**config.mk**
```make
export PLATFORM = sky130hd
export DESIGN_NAME = sysbus_arbiter
export DESIGN_NICKNAME = d
export VERILOG_FILES = /design/src/rtl/sysbus_pkg.sv /design/src/rtl/sysbus_route_mux.sv /design/src/rtl/sysbus_arbiter.sv
export SDC_FILE = /design/constraint.sdc
export NUM_CORES = 1
export LEC_CHECK = 0
export ABC_AREA = 1
export BUFFER_PORTS_ARGS = -buffer_cell sky130_fd_sc_hd__buf_2
export CORE_AREA = 2 2 187 189
export DETAILED_ROUTE_END_ITERATION = 16
export DIE_AREA = 0 0 189 191
export PLACE_DENSITY = 0.3
export SETUP_SLACK_MARGIN = 0.5
export SYNTH_ARGS = -nofsm -noshare
export SYNTH_HDL_FRONTEND = slang
export SYNTH_SLANG_ARGS = --single-unit
```
**constraint.sdc**
```tcl
create_clock -name clk -period 4.9 [get_ports clk]
set_clock_uncertainty 0.2 [all_clocks]
set_input_delay 0.245 -clock clk [delete_from_list [all_inputs] [get_ports clk]]
set_output_delay 0.245 -clock clk [all_outputs]
set_load 0.05 [all_outputs]
```
**src/rtl/sysbus_pkg.sv**
```systemverilog
// sysbus_pkg
// Shared definitions for the instruction/data cache system-bus arbiter:
// arbiter state encoding, owner identity, and the bus tag field layout
// (read/write bit and device field) with their constant values.
package sysbus_pkg;

    typedef enum logic [1:0] {
        ARB_IDLE   = 2'd0,
        ARB_OWN_IC = 2'd1,
        ARB_OWN_DC = 2'd2,
        ARB_DRAIN  = 2'd3
    } arb_state_e;

    typedef enum logic {
        OWNER_ICACHE = 1'b0,
        OWNER_DCACHE = 1'b1
    } owner_e;

    // Tag layout: bit 12 = read/write, bits 11:8 = target device.
    localparam int TAG_RW_BIT  = 12;
    localparam int TAG_DEV_MSB = 11;
    localparam int TAG_DEV_LSB = 8;

    localparam logic       SYSBUS_READ   = 1'b1;
    localparam logic       SYSBUS_WRITE  = 1'b0;
    localparam logic [3:0] SYSBUS_MEMORY = 4'h1;

    function automatic logic tag_is_read(input logic rw_bit);
        return rw_bit == SYSBUS_READ;
    endfunction

endpackage

```
**src/rtl/sysbus_route_mux.sv**
```systemverilog
// sysbus_route_mux
// Purely combinational owner-select mux between the two cache clients and
// the system bus, for both the request and the response direction.
// Ports:
//   route_ic_req / route_dc_req   : forward that client's request channel
//   route_ic_resp / route_dc_resp : return bus responses to that client
//   ic_* / dc_* client inputs     : reqcyc, req, reqtag, respack
//   bus_* bus inputs              : reqack, respcyc, resp, resptag
//   bus_* outputs                 : reqcyc, req, reqtag, respack
//   ic_* / dc_* client outputs    : reqack, respcyc, resp, resptag
// Every output is zero when its direction is not routed.
import sysbus_pkg::*;

module sysbus_route_mux #(
    parameter int BUS_DATA_WIDTH = 64,
    parameter int BUS_TAG_WIDTH  = 13
) (
    input  logic                      route_ic_req,
    input  logic                      route_dc_req,
    input  logic                      route_ic_resp,
    input  logic                      route_dc_resp,

    input  logic                      ic_bus_reqcyc,
    input  logic                      ic_bus_respack,
    input  logic [BUS_DATA_WIDTH-1:0] ic_bus_req,
    input  logic [BUS_TAG_WIDTH-1:0]  ic_bus_reqtag,
    input  logic                      dc_bus_reqcyc,
    input  logic                      dc_bus_respack,
    input  logic [BUS_DATA_WIDTH-1:0] dc_bus_req,
    input  logic [BUS_TAG_WIDTH-1:0]  dc_bus_reqtag,

    input  logic                      bus_reqack,
    input  logic                      bus_respcyc,
    input  logic [BUS_DATA_WIDTH-1:0] bus_resp,
    input  logic [BUS_TAG_WIDTH-1:0]  bus_resptag,

    output logic                      bus_reqcyc,
    output logic                      bus_respack,
    output logic [BUS_DATA_WIDTH-1:0] bus_req,
    output logic [BUS_TAG_WIDTH-1:0]  bus_reqtag,

    output logic                      ic_bus_reqack,
    output logic                      ic_bus_respcyc,
    output logic [BUS_DATA_WIDTH-1:0] ic_bus_resp,
    output logic [BUS_TAG_WIDTH-1:0]  ic_bus_resptag,
    output logic                      dc_bus_reqack,
    output logic                      dc_bus_respcyc,
    output logic [BUS_DATA_WIDTH-1:0] dc_bus_resp,
    output logic [BUS_TAG_WIDTH-1:0]  dc_bus_resptag
);

    always_comb begin
        bus_reqcyc = 1'b0;
        bus_req    = '0;
        bus_reqtag = '0;
        if (route_ic_req) begin
            bus_reqcyc = ic_bus_reqcyc;
            bus_req    = ic_bus_req;
            bus_reqtag = ic_bus_reqtag;
        end else if (route_dc_req) begin
            bus_reqcyc = dc_bus_reqcyc;
            bus_req    = dc_bus_req;
            bus_reqtag = dc_bus_reqtag;
        end
    end

    assign bus_respack = (route_ic_resp & ic_bus_respack) |
                         (route_dc_resp & dc_bus_respack);

    assign ic_bus_reqack  = route_ic_req & bus_reqack;
    assign dc_bus_reqack  = route_dc_req & bus_reqack;

    assign ic_bus_respcyc = route_ic_resp & bus_respcyc;
    assign ic_bus_resp    = route_ic_resp ? bus_resp    : '0;
    assign ic_bus_resptag = route_ic_resp ? bus_resptag : '0;
    assign dc_bus_respcyc = route_dc_resp & bus_respcyc;
    assign dc_bus_resp    = route_dc_resp ? bus_resp    : '0;
    assign dc_bus_resptag = route_dc_resp ? bus_resptag : '0;

endmodule

```
**src/rtl/sysbus_arbiter.sv**
```systemverilog
// sysbus_arbiter
// Two-client arbiter giving the instruction cache or the data cache
// exclusive ownership of the single system bus. The grant is held until
// the owner drops its assert and all read-response beats have drained.
// Ports:
//   clk, reset (synchronous, active high)
//   ic_/dc_bus_assert, _reqcyc, _respack, _req, _reqtag : client inputs
//   ic_/dc_has_bus (registered grant), _reqack, _respcyc, _resp, _resptag
//   bus_reqcyc, bus_respack, bus_req, bus_reqtag : to the system bus
//   bus_reqack, bus_respcyc, bus_resp, bus_resptag : from the system bus
// Build option: define SYSBUS_ARB_DC_PRIORITY_EN to make the data cache
// win every simultaneous request in IDLE; otherwise ties alternate.
//
// state      | meaning
// ARB_IDLE   | no owner, nothing forwarded, arbitrate asserts
// ARB_OWN_IC | icache owns the bus, both directions routed to it
// ARB_OWN_DC | dcache owns the bus, both directions routed to it
// ARB_DRAIN  | owner released; requests blocked, remaining read beats
//            | still returned to last_owner
import sysbus_pkg::*;

module sysbus_arbiter #(
    parameter int BUS_DATA_WIDTH = 64,
    parameter int BUS_TAG_WIDTH  = 13,
    parameter int BEATS          = 8
) (
    input  logic                      clk,
    input  logic                      reset,

    input  logic                      ic_bus_assert,
    input  logic                      dc_bus_assert,
    input  logic                      ic_bus_reqcyc,
    input  logic                      dc_bus_reqcyc,
    input  logic                      ic_bus_respack,
    input  logic                      dc_bus_respack,
    input  logic [BUS_DATA_WIDTH-1:0] ic_bus_req,
    input  logic [BUS_DATA_WIDTH-1:0] dc_bus_req,
    input  logic [BUS_TAG_WIDTH-1:0]  ic_bus_reqtag,
    input  logic [BUS_TAG_WIDTH-1:0]  dc_bus_reqtag,

    output logic                      ic_has_bus,
    output logic                      dc_has_bus,
    output logic                      ic_bus_reqack,
    output logic                      dc_bus_reqack,
    output logic                      ic_bus_respcyc,
    output logic                      dc_bus_respcyc,
    output logic [BUS_DATA_WIDTH-1:0] ic_bus_resp,
    output logic [BUS_DATA_WIDTH-1:0] dc_bus_resp,
    output logic [BUS_TAG_WIDTH-1:0]  ic_bus_resptag,
    output logic [BUS_TAG_WIDTH-1:0]  dc_bus_resptag,

    output logic                      bus_reqcyc,
    output logic                      bus_respack,
    output logic [BUS_DATA_WIDTH-1:0] bus_req,
    output logic [BUS_TAG_WIDTH-1:0]  bus_reqtag,
    input  logic                      bus_reqack,
    input  logic                      bus_respcyc,
    input  logic [BUS_DATA_WIDTH-1:0] bus_resp,
    input  logic [BUS_TAG_WIDTH-1:0]  bus_resptag
);

    localparam int CNT_W = $clog2(BEATS + 1);
    localparam logic [CNT_W-1:0] CNT_LOAD = CNT_W'(BEATS);

    arb_state_e       state, state_next;
    owner_e           last_owner, last_owner_next;
    logic [CNT_W-1:0] beat_cnt, beat_cnt_next, beat_cnt_dec;
    logic             ic_has_bus_q, dc_has_bus_q;

    logic route_ic_req, route_dc_req, route_ic_resp, route_dc_resp;
    logic owner_assert, read_accept;

    // Routing depends on registered state only, so the mux outputs never
    // feed back into the routing decision within a cycle.
    always_comb begin
        route_ic_req  = 1'b0;
        route_dc_req  = 1'b0;
        route_ic_resp = 1'b0;
        route_dc_resp = 1'b0;
        case (state)
            ARB_OWN_IC: begin
                route_ic_req  = 1'b1;
                route_ic_resp = 1'b1;
            end
            ARB_OWN_DC: begin
                route_dc_req  = 1'b1;
                route_dc_resp = 1'b1;
            end
            ARB_DRAIN: begin
                route_ic_resp = (last_owner == OWNER_ICACHE);
                route_dc_resp = (last_owner == OWNER_DCACHE);
            end
            default: ;
        endcase
    end

    sysbus_route_mux #(
        .BUS_DATA_WIDTH (BUS_DATA_WIDTH),
        .BUS_TAG_WIDTH  (BUS_TAG_WIDTH)
    ) u_route_mux (
        .route_ic_req   (route_ic_req),
        .route_dc_req   (route_dc_req),
        .route_ic_resp  (route_ic_resp),
        .route_dc_resp  (route_dc_resp),
        .ic_bus_reqcyc  (ic_bus_reqcyc),
        .ic_bus_respack (ic_bus_respack),
        .ic_bus_req     (ic_bus_req),
        .ic_bus_reqtag  (ic_bus_reqtag),
        .dc_bus_reqcyc  (dc_bus_reqcyc),
        .dc_bus_respack (dc_bus_respack),
        .dc_bus_req     (dc_bus_req),
        .dc_bus_reqtag  (dc_bus_reqtag),
        .bus_reqack     (bus_reqack),
        .bus_respcyc    (bus_respcyc),
        .bus_resp       (bus_resp),
        .bus_resptag    (bus_resptag),
        .bus_reqcyc     (bus_reqcyc),
        .bus_respack    (bus_respack),
        .bus_req        (bus_req),
        .bus_reqtag     (bus_reqtag),
        .ic_bus_reqack  (ic_bus_reqack),
        .ic_bus_respcyc (ic_bus_respcyc),
        .ic_bus_resp    (ic_bus_resp),
        .ic_bus_resptag (ic_bus_resptag),
        .dc_bus_reqack  (dc_bus_reqack),
        .dc_bus_respcyc (dc_bus_respcyc),
        .dc_bus_resp    (dc_bus_resp),
        .dc_bus_resptag (dc_bus_resptag)
    );

    assign read_accept  = bus_reqcyc & bus_reqack &
                          tag_is_read(bus_reqtag[TAG_RW_BIT]);
    assign owner_assert = (state == ARB_OWN_IC) ? ic_bus_assert : dc_bus_assert;
    assign beat_cnt_dec = (beat_cnt != '0) ? beat_cnt - CNT_W'(1) : '0;

    always_comb begin
        state_next      = state;
        last_owner_next = last_owner;
        beat_cnt_next   = beat_cnt;
        case (state)
            ARB_IDLE: begin
                if (ic_bus_assert && dc_bus_assert) begin
`ifdef SYSBUS_ARB_DC_PRIORITY_EN
                    state_next = ARB_OWN_DC;
`else
                    state_next = (last_owner == OWNER_DCACHE) ? ARB_OWN_IC : ARB_OWN_DC;
`endif
                end else if (ic_bus_assert) begin
                    state_next = ARB_OWN_IC;
                end else if (dc_bus_assert) begin
                    state_next = ARB_OWN_DC;
                end
            end
            ARB_OWN_IC, ARB_OWN_DC: begin
                if (read_accept)
                    beat_cnt_next = CNT_LOAD;
                else if (bus_respcyc)
                    beat_cnt_next = beat_cnt_dec;
                // Release decision uses the post-update count so a drop
                // coinciding with the final beat goes straight to IDLE.
                if (!owner_assert) begin
                    last_owner_next = (state == ARB_OWN_IC) ? OWNER_ICACHE : OWNER_DCACHE;
                    state_next      = (beat_cnt_next == '0) ? ARB_IDLE : ARB_DRAIN;
                end
            end
            ARB_DRAIN: begin
                if (bus_respcyc)
                    beat_cnt_next = beat_cnt_dec;
                if (beat_cnt_next == '0)
                    state_next = ARB_IDLE;
            end
            default: state_next = ARB_IDLE;
        endcase
    end

    always_ff @(posedge clk) begin
        if (reset) begin
            state        <= ARB_IDLE;
            last_owner   <= OWNER_DCACHE;
            beat_cnt     <= '0;
            ic_has_bus_q <= 1'b0;
            dc_has_bus_q <= 1'b0;
        end else begin
            state        <= state_next;
            last_owner   <= last_owner_next;
            beat_cnt     <= beat_cnt_next;
            ic_has_bus_q <= (state_next == ARB_OWN_IC);
            dc_has_bus_q <= (state_next == ARB_OWN_DC);
        end
    end

    assign ic_has_bus = ic_has_bus_q;
    assign dc_has_bus = dc_has_bus_q;

endmodule

```
Word level (Yosys, flattened, before mapping)
Index checks and enable logic that the tools add are counted.
{"block": "totals", "regBits": 9, "latch_bits": 0, "mem_bits_rw": 0, "mem_bits_ro": 0, "input_bits": 241, "output_inout_bits": 239, "word_cells": 60, "n_memories": 0}
{"block": "classes", "n_addsub": 1, "multipliers": 0, "div": 0, "n_lt_le_gt_ge": 0, "n_eq_ne": 5, "n_shift": 0, "n_mux": 30, "bitwise_logic": 11, "n_reduce_logical": 8}
{"cell": "two-way mux 64 bit", "count": 4}
{"cell": "two-way mux 13 bit", "count": 4}
{"cell": "two-way mux 4 bit", "count": 5}
{"cell": "two-way mux 2 bit", "count": 7}
{"cell": "bitwise AND 1 bit", "count": 8}
{"cell": "zero test 4 bit", "count": 2}
{"cell": "one-hot mux 4 bit (2 select lines)", "count": 1}
{"cell": "equality test 2 bit (second input constant)", "count": 3}
{"cell": "two-way mux 1 bit", "count": 6}
{"cell": "one-hot mux 2 bit (3 select lines)", "count": 1}
{"cell": "equality test 2 x 1 -> 1 bit (second input constant)", "count": 2}
{"cell": "one-hot mux 1 bit (2 select lines)", "count": 2}
{"cell": "nonzero test 4 bit", "count": 1}
{"cell": "subtractor 4 x 1 -> 4 bit (second input constant)", "count": 1}
{"cell": "zero test 2 bit", "count": 1}
{"cell": "NOT 1 bit", "count": 2}
{"cell": "AND reduction 2 bit", "count": 1}
{"cell": "nonzero test 2 bit", "count": 1}
{"cell": "OR reduction 2 bit", "count": 1}
{"cell": "logical AND 1 bit", "count": 1}
{"cell": "bitwise OR 1 bit", "count": 1}

Depth between registers and ports, before layout
Gate-level depths: netlist of run 1.
{"block": "depth", "depth_word": 13, "ltp_mapped": 15, "ltp_nobuf": 15}

Modules after synthesis
Synthesis of run 1 repeated with hierarchy kept, for this count alone.
{"block": "unflattened", "cells_unflattened": 695, "area_unflattened_um2": 3134.3}
{"mod": "sysbus_route_mux", "n_inst": 1, "cells_per_inst": 598, "area_each_um2": 2497.4, "seq_area_each_um2": 0.0}
{"mod": "sysbus_arbiter", "n_inst": 1, "cells_per_inst": 97, "area_each_um2": 636.9, "seq_area_each_um2": 180.2}

Least setup slack after synthesis of run 1
Ideal clock, no wire load.
{"block": "synth_timing", "kind": "flip-flop to output port", "from": "register state[1]", "to": "output ic_bus_resp[48]", "t_arrival_ns": 1.784, "path_slack_ns": 2.671, "path_stages_with_launch": 8, "cell_sequence": "dfxtp_1 > inv_1 > ha_1 > buf_6 > a21oi_2 > buf_2 > buf_2 > nor2_1"}
{"block": "synth_via", "elab_chain_cells": 3, "word_cells_on_any_way": 4}
{"item": "start: declaration", "line": "sysbus_arbiter.sv:65", "text": "arb_state_e state, state_next;"}
{"item": "start signal: assignment", "line": "sysbus_arbiter.sv:184", "text": "state <= state_next;"}
{"item": "equality test 2 bit / equality test 2 x 1 -> 1 bit (equally long branches)", "line": "sysbus_arbiter.sv:80", "text": "case (state)"}
{"item": "one-hot mux 1 bit (2 select lines) (*)", "line": "sysbus_arbiter.sv:80"}
{"item": "two-way mux 64 bit (*)", "line": "sysbus_route_mux.sv:74", "text": "assign ic_bus_resp = route_ic_resp ? bus_resp : '0;"}
{"item": "end: declaration", "line": "sysbus_arbiter.sv:47", "text": "output logic [BUS_DATA_WIDTH-1:0] ic_bus_resp,"}
Every way passes the cells marked *; elsewhere a longest branch is shown, timed or not.

Worst setup path after layout of run 1
{"block": "layout_timing", "from": "register state[0]", "to": "output dc_bus_resp[36]"}
{"block": "layout_via", "elab_chain_cells": 3, "word_cells_on_any_way": 4}
{"item": "equality test 2 bit", "line": "sysbus_arbiter.sv:80"}
{"item": "one-hot mux 1 bit (2 select lines) (*)", "line": "sysbus_arbiter.sv:80"}
{"item": "two-way mux 64 bit (*)", "line": "sysbus_route_mux.sv:77", "text": "assign dc_bus_resp = route_dc_resp ? bus_resp : '0;"}
{"item": "end: declaration", "line": "sysbus_arbiter.sv:48", "text": "output logic [BUS_DATA_WIDTH-1:0] dc_bus_resp,"}
Marks and branches as above.

==> results of run 1 <==
-- cell usage in the layout (no fill, tap or decap), drive strengths merged --
master    n
and2      1
dfxtp     9
nand2   189
nor3      1
clkinv    1
ha        5
nand3    84
o21ai     5
o22ai     1
nor2    165
diode     1
a211oi    3
inv     102
clkbuf    4
buf     487
a21oi    10
a31oi     2
-- logic make-up after synthesis --
| family | synth area share, % |
|---|---|
| fa+ha+maj | 2.28 |
| simple gates | 65.5 |
| compound gates | 4.79 |
| buf+inv | 20.9 |
| flops | 6.57 |
-- where the power goes --
group / internal, uW / leakage, uW / switching [uW] / total, uW
clock: 109 / 0.0000382 / 35.2 / 144
sequential: 108 / 0.0000743 / 29.6 / 137
combinational: 833 / 0.00395 / 3460 / 4290
total: 1050 / 0.00406 / 3520 / 4570
-- registers in the layout, indices dropped and copies added (netlist names) --
| register | count |
|---|---|
| beat_cnt | 4 |
| state | 2 |
| dc_has_bus | 1 |
| ic_has_bus | 1 |
| last_owner | 1 |
-- worst paths after layout --
kind / to / slack (ns) / cells past startpoint
max: dc_bus_resp[36] / 1.77 / 6
min reg2reg: beat_cnt[0] / 0.33 / 2
min: state[0] / 0.09 / 2
max reg2reg: ic_has_bus / 2.04 / 15
-- metrics by stage --
stage	instance area, um2	power, uW	hold WS, ns	util, %	instances
2_1_floorplan	2740	3410	0.114	-	621
3_3_place_gp	5600	4520	0.322	16.4	1520
3_5_place_dp	5600	4480	0.323	16.4	1520
4_1_cts	5680	4640	0.0841	16.7	1524
5_1_grt	5680	4840	0.110	16.7	1525
6_report	5680	4570	0.0855	16.7	1525
-- layer usage --
| metal | up-vias | global-route usage (%) |
|---|---|---|
| li1 | 2732 | - |
| met3 | 8 | 1.05 |
| met5 | - | 0 |
| met1 | 2295 | 12.2 |
| met2 | 188 | 20.3 |
| met4 | 0 | 1.29 |
-- worst max-delay path, stage by stage, from the launching register on --
cell	delay, ns
dfxtp_1	0.37
inv_1	0.11
ha_2	0.38
a21oi_4	0.78
buf_4	0.49
nor2_1	0.08
buf_2	0.22
-- cell type report --
class                           instances  area (um2)  share of cell area [%]
Timing Repair Buffer                  487        2460                    43.2
Multi-Input combinational cell        466        2010                    35.4
Tap cell                              455         569                    10.0
Inverter                              103         387                    6.80
Sequential cell                         9         180                    3.17
Clock buffer                            4        78.8                    1.39
Antenna cell                            1        2.50                  0.0440
==> results.tsv, run 1 <==
stage	metric	value	unit
outcome	status	completed	
clock_tree	CTS Buf Count	3	
pwr	VDD IR-drop max	0.293	mV
clock_tree	hold buffer count at cts	0	
clock_tree	latest clock arrival within the worst-skew pair	0.23	ns
timing	final hold violations	0	
floorplanning	Initial Util	8.04	%
pwr	P_leak	0.00406	uW
setup_path	startpoint type of the worst setup path	flip-flop	
logic_synthesis	syn_area_per_cell	4.41	um2
timing	minimum clock period	3.13	ns
cells_and_area	layout cells sized above 1	47.4	%
setup_path	crit path launch	state[0]	
timing	Slew HR	37.5	%
logic_synthesis	Async SR Flop Fraction	0	%
timing	maximum clock rate	319	MHz
clock_tree	clock root buffer master	clkbuf_16	
detailed_routing	Post-Route M1 WL	8.44	mm
logic_synthesis	EDFF count, synth	0	
logic_synthesis	top post-synthesis cells by count	186 x nand2_1, 162 x nor2_1, 100 x inv_1, 81 x nand3_1, 26 x clkbuf_1	
timing	RSZ-0062 raised after global routing	no	
timing	Max Slew Vio Count	0	
logic_synthesis	Yosys reg bits	9	
floorplanning	Die H	191	um
detailed_routing	WL/cell	13.8	um
floorplanning	Placeable Area	0.0341	mm2
detailed_routing	DR DRC count	0	
cells_and_area	synth-to-layout area growth	107	%
timing	# setup viols final	0	
setup_path	crit path max fanout	31	
detailed_routing	met3 wire length	1.10	mm
detailed_routing	Routed Wire Length	21.1	mm
timing	final setup TNS	0	ns
detailed_routing	Detail Route met2 WL	11.4	mm
setup_path	Critical Path AT	2.69	ns
detailed_routing	Highest Signal Layer	met4	
logic_synthesis	Main synth FF type	dfxtp_1	
logic_synthesis	Yosys cell types	26	
setup_path	Crit Path Category	flip-flop to primary output	
logic_synthesis	post-synthesis net count	867	
setup_path	Worst setup EP type	primary output	
global_route	first-pass GRT wire length	29.1	mm
logic_synthesis	top cell type's share of synthesized area	25.5	%
logic_synthesis	sequential fraction of the synthesis area	6.57	%
logic_synthesis	Post-Syn Instances	621	
global_route	initial antenna violation count	1	
detailed_routing	TritonRoute pass-1 iters	4	
clock_tree	CTS tree	yes	
clock_tree	post-cts resize count	0	
clock_tree	clk sink count	9	
global_route	number of global-route vias before repair	4808	
global_route	global-route usage over all layers	10.3	%
detailed_routing	number of routed nets with antenna violations	0	
logic_synthesis	Ys Warns	0	
logic_synthesis	mapped cell area	0.00274	mm2
floorplanning	DIE AREA	0.0361	mm2
timing	Setup WS post-layout	1.77	ns
timing	measured slew at the worst slew-check pin	0.936	ns
cells_and_area	Fillers	4125	
cells_and_area	Nets	1316	
clock_tree	Clock transition at path regs	0.04	ns
timing	Final Cycle Share	63.9	%
placement	PortBufs	479	
logic_synthesis	top cells by area, synth	nand2_1 25%, nor2_1 22%, nand3_1 15%	
floorplanning	row cnt	68	
logic_synthesis	leading area contributor after synthesis	nand2_1	
placement	Setup WS pre-CTS	1.91	ns
global_route	Remaining Overflow, GRT	0	
worst_hold_path	Hold Crit Class	primary input to flip-flop	
placement	Detail Placement HPWL	17.7	mm
detailed_routing	via count	5223	
detailed_routing	Via density	3.42	
global_route	largest net degree at the start of global routing	82	
clock_tree	CTS H-tree depth	1	
worst_hold_path	worst hold start	reset	
run	Max-cap violations	0	
pwr	PD cells	804	mW/mm2
floorplanning	# IOs	480	
floorplanning	Die W	189	um
detailed_routing	DRT iter0 DRCs	216	
setup_path	Reg-to-Reg Start	state[0]	
setup_path	WP data required	4.45	ns
placement	gp weighted congestion	0.869	
clock_tree	CTS max path bufs	2	
logic_synthesis	most frequent cell after synthesis	nand2_1	
clock_tree	Post-CTS Setup Bufs	0	
Power figures use the tool's default switching activity.
==> inputs of run 2 (changes only) <==
- CORE_AREA: 2 2 187 189 -> 2 2 188 190
- DIE_AREA: 0 0 189 191 -> 0 0 190 192
- clock period: 4.9 -> 3.03 ns (I/O delays scaled with it)
==> run 2 against run 1 <==
Critical path depth grew 1. Power rose by 65%. Sequential share of layout area decreased by 0.066 points. Die area grew 1.1%. Final area rose by 2.1%. Sequential cell count unchanged. Clock-buffer cell count stayed put. Clock power is 65% higher. Global-route usage barely moved. Critical path type unchanged. Critical endpoint is now bus_reqtag[8]. Highest routed layer unchanged.
==> results.tsv, run 2 (synthesis results as in run 1) <==
stage	metric	value	unit
clock_tree	CTS H-tree depth	1	
clock_tree	CTS max path bufs	2	
timing	Max Slew Vio Count	0	
timing	# setup viols final	0	
global_route	met3 usage in global routing	1.11	%
floorplanning	Die W	190	um
setup_path	FF-to-FF setup slack	0.80	ns
detailed_routing	via count	5173	
clock_tree	clock root buffer master	clkbuf_16	
pwr	VDD IR-drop max	0.449	mV
detailed_routing	Via density	3.38	
clock_tree	latest clock arrival within the worst-skew pair	0.24	ns
timing	measured slew at the worst slew-check pin	0.456	ns
cells_and_area	Largest Register	beat_cnt	
global_route	number of global-route vias before repair	4826	
clock_tree	hold buffer count at cts	0	
setup_path	crit path launch	state[1]	
global_route	initial antenna violation count	0	
floorplanning	DIE AREA	0.0365	mm2
run	Max-cap violations	0	
global_route	M2 GR Usage	20.2	%
global_route	global-route usage over all layers	10.3	%
timing	Slew HR	69.5	%
setup_path	Critical Path AT	2.04	ns
floorplanning	Initial Util	8.00	%
setup_path	FF-to-FF End	ic_has_bus	
setup_path	crit path max fanout	72	
timing	Min Hold Slack	0.00417	ns
detailed_routing	Routed Wire Length	21.3	mm
clock_tree	clk sink count	9	
placement	Post-DP Area	0.00571	mm2
detailed_routing	WL/cell	13.9	um
pwr	P_int	1830	uW
timing	Final Cycle Share	78.9	%
timing	final hold violations	0	
setup_path	Reg-to-Reg Start	state[1]	
global_route	Remaining Overflow, GRT	0	
placement	gp weighted congestion	0.852	
pwr	PD cells	1300	mW/mm2
cells_and_area	most frequent cells in the layout	479 x buf_2, 186 x nand2_1, 162 x nor2_1	
timing	RSZ-0062 raised after global routing	yes	
cells_and_area	fin area	0.00581	mm2
clock_tree	CTS tree	yes	
setup_path	Crit Path Category	flip-flop to primary output	
outcome	status	completed	
detailed_routing	DRT iter0 DRCs	289	
detailed_routing	TritonRoute pass-1 iters	7	
clock_tree	Post-CTS Setup Bufs	0	
cells_and_area	Fillers	4125	
global_route	Most Used Layer, Global Route	met2	
cells_and_area	Nets	1321	
pwr	sw power	5710	uW
timing	final setup TNS	0	ns
clock_tree	CTS Buf Count	3	
setup_path	startpoint type of the worst setup path	flip-flop	
timing	minimum clock period	2.39	ns
floorplanning	Die H	192	um
timing	maximum clock rate	418	MHz
setup_path	Worst Setup EP	bus_reqtag[8]	
worst_hold_path	worst hold start	reset	
global_route	first-pass GRT wire length	29.2	mm
detailed_routing	number of routed nets with antenna violations	0	
setup_path	WP data required	2.68	ns
placement	PortBufs	479	
pwr	clock network power share	3.2	%
placement	Detail Placement HPWL	18.3	mm
global_route	met1 usage	12.3	%
setup_path	reg2reg path depth	14	
cells_and_area	max reg flops	4	
cells_and_area	biggest regs	beat_cnt: 4 flops, state: 2 flops	
floorplanning	# IOs	480	
cells_and_area	most common cell after layout, fill and taps aside	buf_2	
pwr	P_leak	0.00412	uW
detailed_routing	DR DRC count	0	
floorplanning	Placeable Area	0.0343	mm2
cells_and_area	layout cells sized above 1	47.7	%
pwr	combinational power share	93.9	%
clock_tree	Clock transition at path regs	0.04	ns
pwr	Net Sw Frac	75.7	%
pwr	sequential fraction of design power	3.0	%
cells_and_area	synth-to-layout area growth	112	%
worst_hold_path	Hold Crit Class	primary input to flip-flop	
setup_path	Worst setup EP type	primary output	
global_route	largest net degree at the start of global routing	73	
floorplanning	row cnt	68	
clock_tree	post-cts resize count	0	
cells_and_area	ant diodes	0	
## run 2: area by class of cell
cell class / instances / area [um2] / area share [%]
timing repair buffer: 492 / 2560 / 44.1
multi-input combinational: 466 / 2030 / 35.0
tap: 455 / 569 / 9.81
inverter: 103 / 387 / 6.66
sequential: 9 / 180 / 3.10
clock buffer: 4 / 78.8 / 1.36
## run 2: worst max-delay path, cell delays in order (launching register included)
cell,delay (ns)
dfxtp_1,0.42
inv_1,0.13
ha_4,0.22
inv_2,0.14
buf_12,0.28
nand3_1,0.12
nand2_1,0.14
buf_2,0.28
## run 2: power by group through the flow
stage / Combinational [uW] / Clock (uW) / Sequential [uW]
6_report: 7080 / 238 / 223
5_1_grt: 7490 / 250 / 229
4_1_cts: 7150 / 246 / 221
3_5_place_dp: 7130 / 0 / 222
3_3_place_gp: 7190 / 0 / 225
2_1_floorplan: 5270 / 0 / 248
## run 2: worst min path at each step
stage / to / slack [ns] / cells after the start
2_1_floorplan: state[0] / 0.02 / 1
3_3_place_gp: ic_has_bus / 0.25 / 2
3_5_place_dp: ic_has_bus / 0.25 / 2
4_1_cts: state[0] / 0.005 / 2
5_1_grt: state[0] / 0.02 / 2
6_report: state[0] / 0.004 / 2
## run 2: layer usage
layer,routed length [um],vias to the layer above,share of wire (%)
met1,8520,2232,40
met5,0,-,0
li1,-,2739,-
met4,168,0,0.79
met2,11300,192,53
met3,1220,10,5.7
## run 2: per-stage QoR
stage	util, %	cells	total power (uW)	worst slack (ns)
after CTS	16.9	1529	7610	0.554
after floorplan	-	621	5510	0.894
final	16.9	1529	7540	0.639
after detailed placement	16.7	1525	7360	0.659
after global placement	16.7	1525	7420	0.672
after global routing	16.9	1529	7970	0.490
==> inputs of run 3 (changes only) <==
- CORE_AREA: 2 2 188 190 -> 2 2 187 189
- DIE_AREA: 0 0 190 192 -> 0 0 189 191
- PLACE_DENSITY: 0.3 -> 0.31
- clock period: 3.03 -> 2 ns (I/O delays scaled with it)
==> run 3 against run 2 <==
The run now ends with negative setup slack left. Clock power rose by 55%. Utilization increased by 11 points. Wire length increased by 21%. Critical path depth is the same. Clock-buffer cell count decreased by 1. Hold slack better by 0.057 ns. Via count up 11%. Register-to-register slack got worse by 0.69 ns. Non-clock buffer count increased by 60. Final area increased by 65%. Sequential power is 66% higher. Critical endpoint is now ic_bus_resp[45]. Highest routed layer unchanged.
==> results.tsv, run 3 (synthesis results as in run 1) <==
stage	metric	value	unit
outcome	status	complete, but fails checks	
outcome	failing checks	negative setup slack	
clock_tree	latest clock arrival within the worst-skew pair	0.24	ns
setup_path	startpoint type of the worst setup path	flip-flop	
setup_path	cell mode on critical path	buf_12	
setup_path	FF-to-FF End	ic_has_bus	
floorplanning	Placeable Area	0.0341	mm2
floorplanning	Initial Util	8.04	%
detailed_routing	DRT iter0 DRCs	165	
global_route	initial antenna violation count	0	
clock_tree	clk sink count	9	
clock_tree	CTS Buf Count	3	
detailed_routing	Via density	3.62	
worst_hold_path	Hold Path Sink	last_owner	
clock_tree	Clock transition at path regs	0.04	ns
detailed_routing	via count	5756	
clock_tree	CTS tree	yes	
pwr	VDD IR-drop max	0.839	mV
setup_path	Critical Path AT	1.70	ns
global_route	largest net degree at the start of global routing	23	
timing	minimum clock period	2.00	ns
setup_path	crit path max fanout	20	
timing	RSZ-0062 raised after global routing	yes	
worst_hold_path	Hold Crit Class	primary input to flip-flop	
detailed_routing	TritonRoute pass-1 iters	4	
clock_tree	CTS H-tree depth	1	
detailed_routing	WL/cell	16.1	um
timing	measured slew at the worst slew-check pin	0.290	ns
cells_and_area	fin area	0.00960	mm2
pwr	sequential fraction of design power	2.1	%
setup_path	Crit Path Category	flip-flop to primary output	
worst_hold_path	worst hold start	dc_bus_assert	
detailed_routing	number of routed nets with antenna violations	0	
timing	# setup viols final	3	
cells_and_area	Largest Register	beat_cnt	
setup_path	WP data required	1.70	ns
clock_tree	CTS max path bufs	2	
setup_path	worst path bufs/invs	4	
pwr	PnR Total Power	17500	uW
placement	gp weighted congestion	0.850	
pwr	sw power	10800	uW
setup_path	Worst setup EP type	primary output	
setup_path	reg2reg path depth	14	
pwr	clock network power share	2.1	%
cells_and_area	ant diodes	0	
global_route	met3 usage in global routing	0.826	%
setup_path	Reg-to-Reg Start	state[1]	
timing	Final Cycle Share	100	%
setup_path	FF-to-FF setup slack	0.11	ns
global_route	met1 usage	16.5	%
worst_hold_path	worst hold stages	4	
floorplanning	row cnt	68	
cells_and_area	most common cell after layout, fill and taps aside	buf_2	
global_route	Most Used Layer, Global Route	met2	
global_route	M2 GR Usage	23.8	%
timing	Slew HR	80.7	%
cells_and_area	synth-to-layout area growth	250	%
setup_path	Crit path max-delay family	buffers and inverters	
placement	Detail Placement HPWL	19.0	mm
global_route	Remaining Overflow, GRT	0	
placement	PortBufs	479	
timing	maximum clock rate	499	MHz
cells_and_area	biggest regs	beat_cnt: 4 flops, state: 2 flops	
timing	final hold violations	0	
timing	final setup TNS	-0.00370	ns
pwr	PD cells	1820	mW/mm2
floorplanning	# IOs	480	
cells_and_area	Nets	1381	
placement	Post-DP Area	0.00691	mm2
cells_and_area	max reg flops	4	
global_route	global-route usage over all layers	12.8	%
global_route	number of global-route vias before repair	5567	
global_route	first-pass GRT wire length	35.1	mm
pwr	P_leak	0.00495	uW
cells_and_area	layout cells sized above 1	69.1	%
detailed_routing	Routed Wire Length	25.6	mm
cells_and_area	Fillers	3748	
floorplanning	Die H	191	um
run	Max-cap violations	0	
timing	Setup WS post-layout	-0.00212	ns
pwr	combinational power share	95.8	%
setup_path	CP max stage delay	0.40	ns
timing	Min Hold Slack	0.0613	ns
clock_tree	clock root buffer master	clkbuf_16	
cells_and_area	most frequent cells in the layout	303 x buf_2, 129 x nand2_1, 97 x inv_1	
floorplanning	Die W	189	um
setup_path	CP cell instances	inv_4 -> ha_4 -> a21oi_4 -> buf_12 -> buf_12 -> nor2_1 -> buf_2	
floorplanning	DIE AREA	0.0361	mm2
timing	Max Slew Vio Count	0	
setup_path	Worst path slowest cell	dfxtp_4	
pwr	P_int	6740	uW
detailed_routing	DR DRC count	0	
pwr	Net Sw Frac	61.5	%
-- run 3: changes by cell type in the layout (fill, tap and decap cells not counted), sizes merged --
cell         delta
buf            +55
clkinv          +1
clkbuf          +3
dlygate4sd3     +1
inv             -1
clkinvlp        +1
-- run 3: what timing repair did --
item,in CTS,in global routing
gates resized for setup,467,125
hold endpoints to repair,6,0
setup buffers,22,3
setup endpoints to repair,245,246
hold buffers,1,0
gates cloned,8,4
pin swaps,44,23
-- run 3: worst max-delay path by stage --
stage	start	endpoint	slack [ns]	cells past startpoint
final	state[1]	ic_bus_resp[45]	-0.002	7
after global routing	state[1]	ic_bus_resp[46]	-0.08	7
after CTS	state[1]	ic_bus_resptag[0]	-0.01	8
after detailed placement	state[1]	bus_req[62]	0.08	8
after global placement	state[1]	bus_reqtag[0]	0.08	6
after floorplan	state[0]	dc_bus_resp[0]	0.12	4
-- run 3: through the flow --
step / util (%) / cells / setup WS (ns)
after floorplan: - / 621 / 0.117
after global placement: 20.2 / 1547 / 0.0824
after detailed placement: 20.2 / 1547 / 0.0817
after CTS: 26.6 / 1582 / -0.0105
after global routing: 28.1 / 1589 / -0.0771
final: 28.1 / 1589 / -0.00212
-- run 3: routing by layer --
| metal | routed length [um] | vias to the layer above | part of all wire, % |
|---|---|---|---|
| met5 | 0 | - | 0 |
| met4 | 359 | 0 | 1.4 |
| met3 | 1020 | 27 | 4.0 |
| met2 | 13700 | 191 | 54 |
| met1 | 10500 | 2657 | 41 |
| li1 | - | 2881 | - |
-- run 3: power groups by stage --
stage               sequential (uW)  clock (uW)  combinational (uW)
floorplan                       407           0                9290
global placement                363           0               12500
detailed placement              364           0               12400
CTS                             371         377               16100
global route                    380         394               17600
finish                          370         368               16800
-- run 3: worst reg2reg max path, stage by stage (launching register included) --
cell	delay, ns
dfxtp_4	0.37
inv_4	0.07
ha_4	0.20
buf_4	0.17
nand2_1	0.07
nand2_2	0.08
nor2_2	0.05
nor2_2	0.12
nand3_2	0.08
nand2_1	0.07
nand2_1	0.05
nand2_1	0.09
nand2_1	0.07
nand2_1	0.06
nor2_1	0.04
-- run 3: final cells by class --
| type | instances | area, um2 | share of cell area, % |
|---|---|---|---|
| Multi-Input combinational cell | 466 | 3510 | 36.5 |
| Clock inverter | 1 | 5.00 | 0.0521 |
| Sequential cell | 9 | 188 | 1.95 |
| Timing Repair Buffer | 552 | 4860 | 50.6 |
| Clock buffer | 3 | 75.1 | 0.782 |
| Tap cell | 455 | 569 | 5.93 |
| Inverter | 103 | 403 | 4.20 |
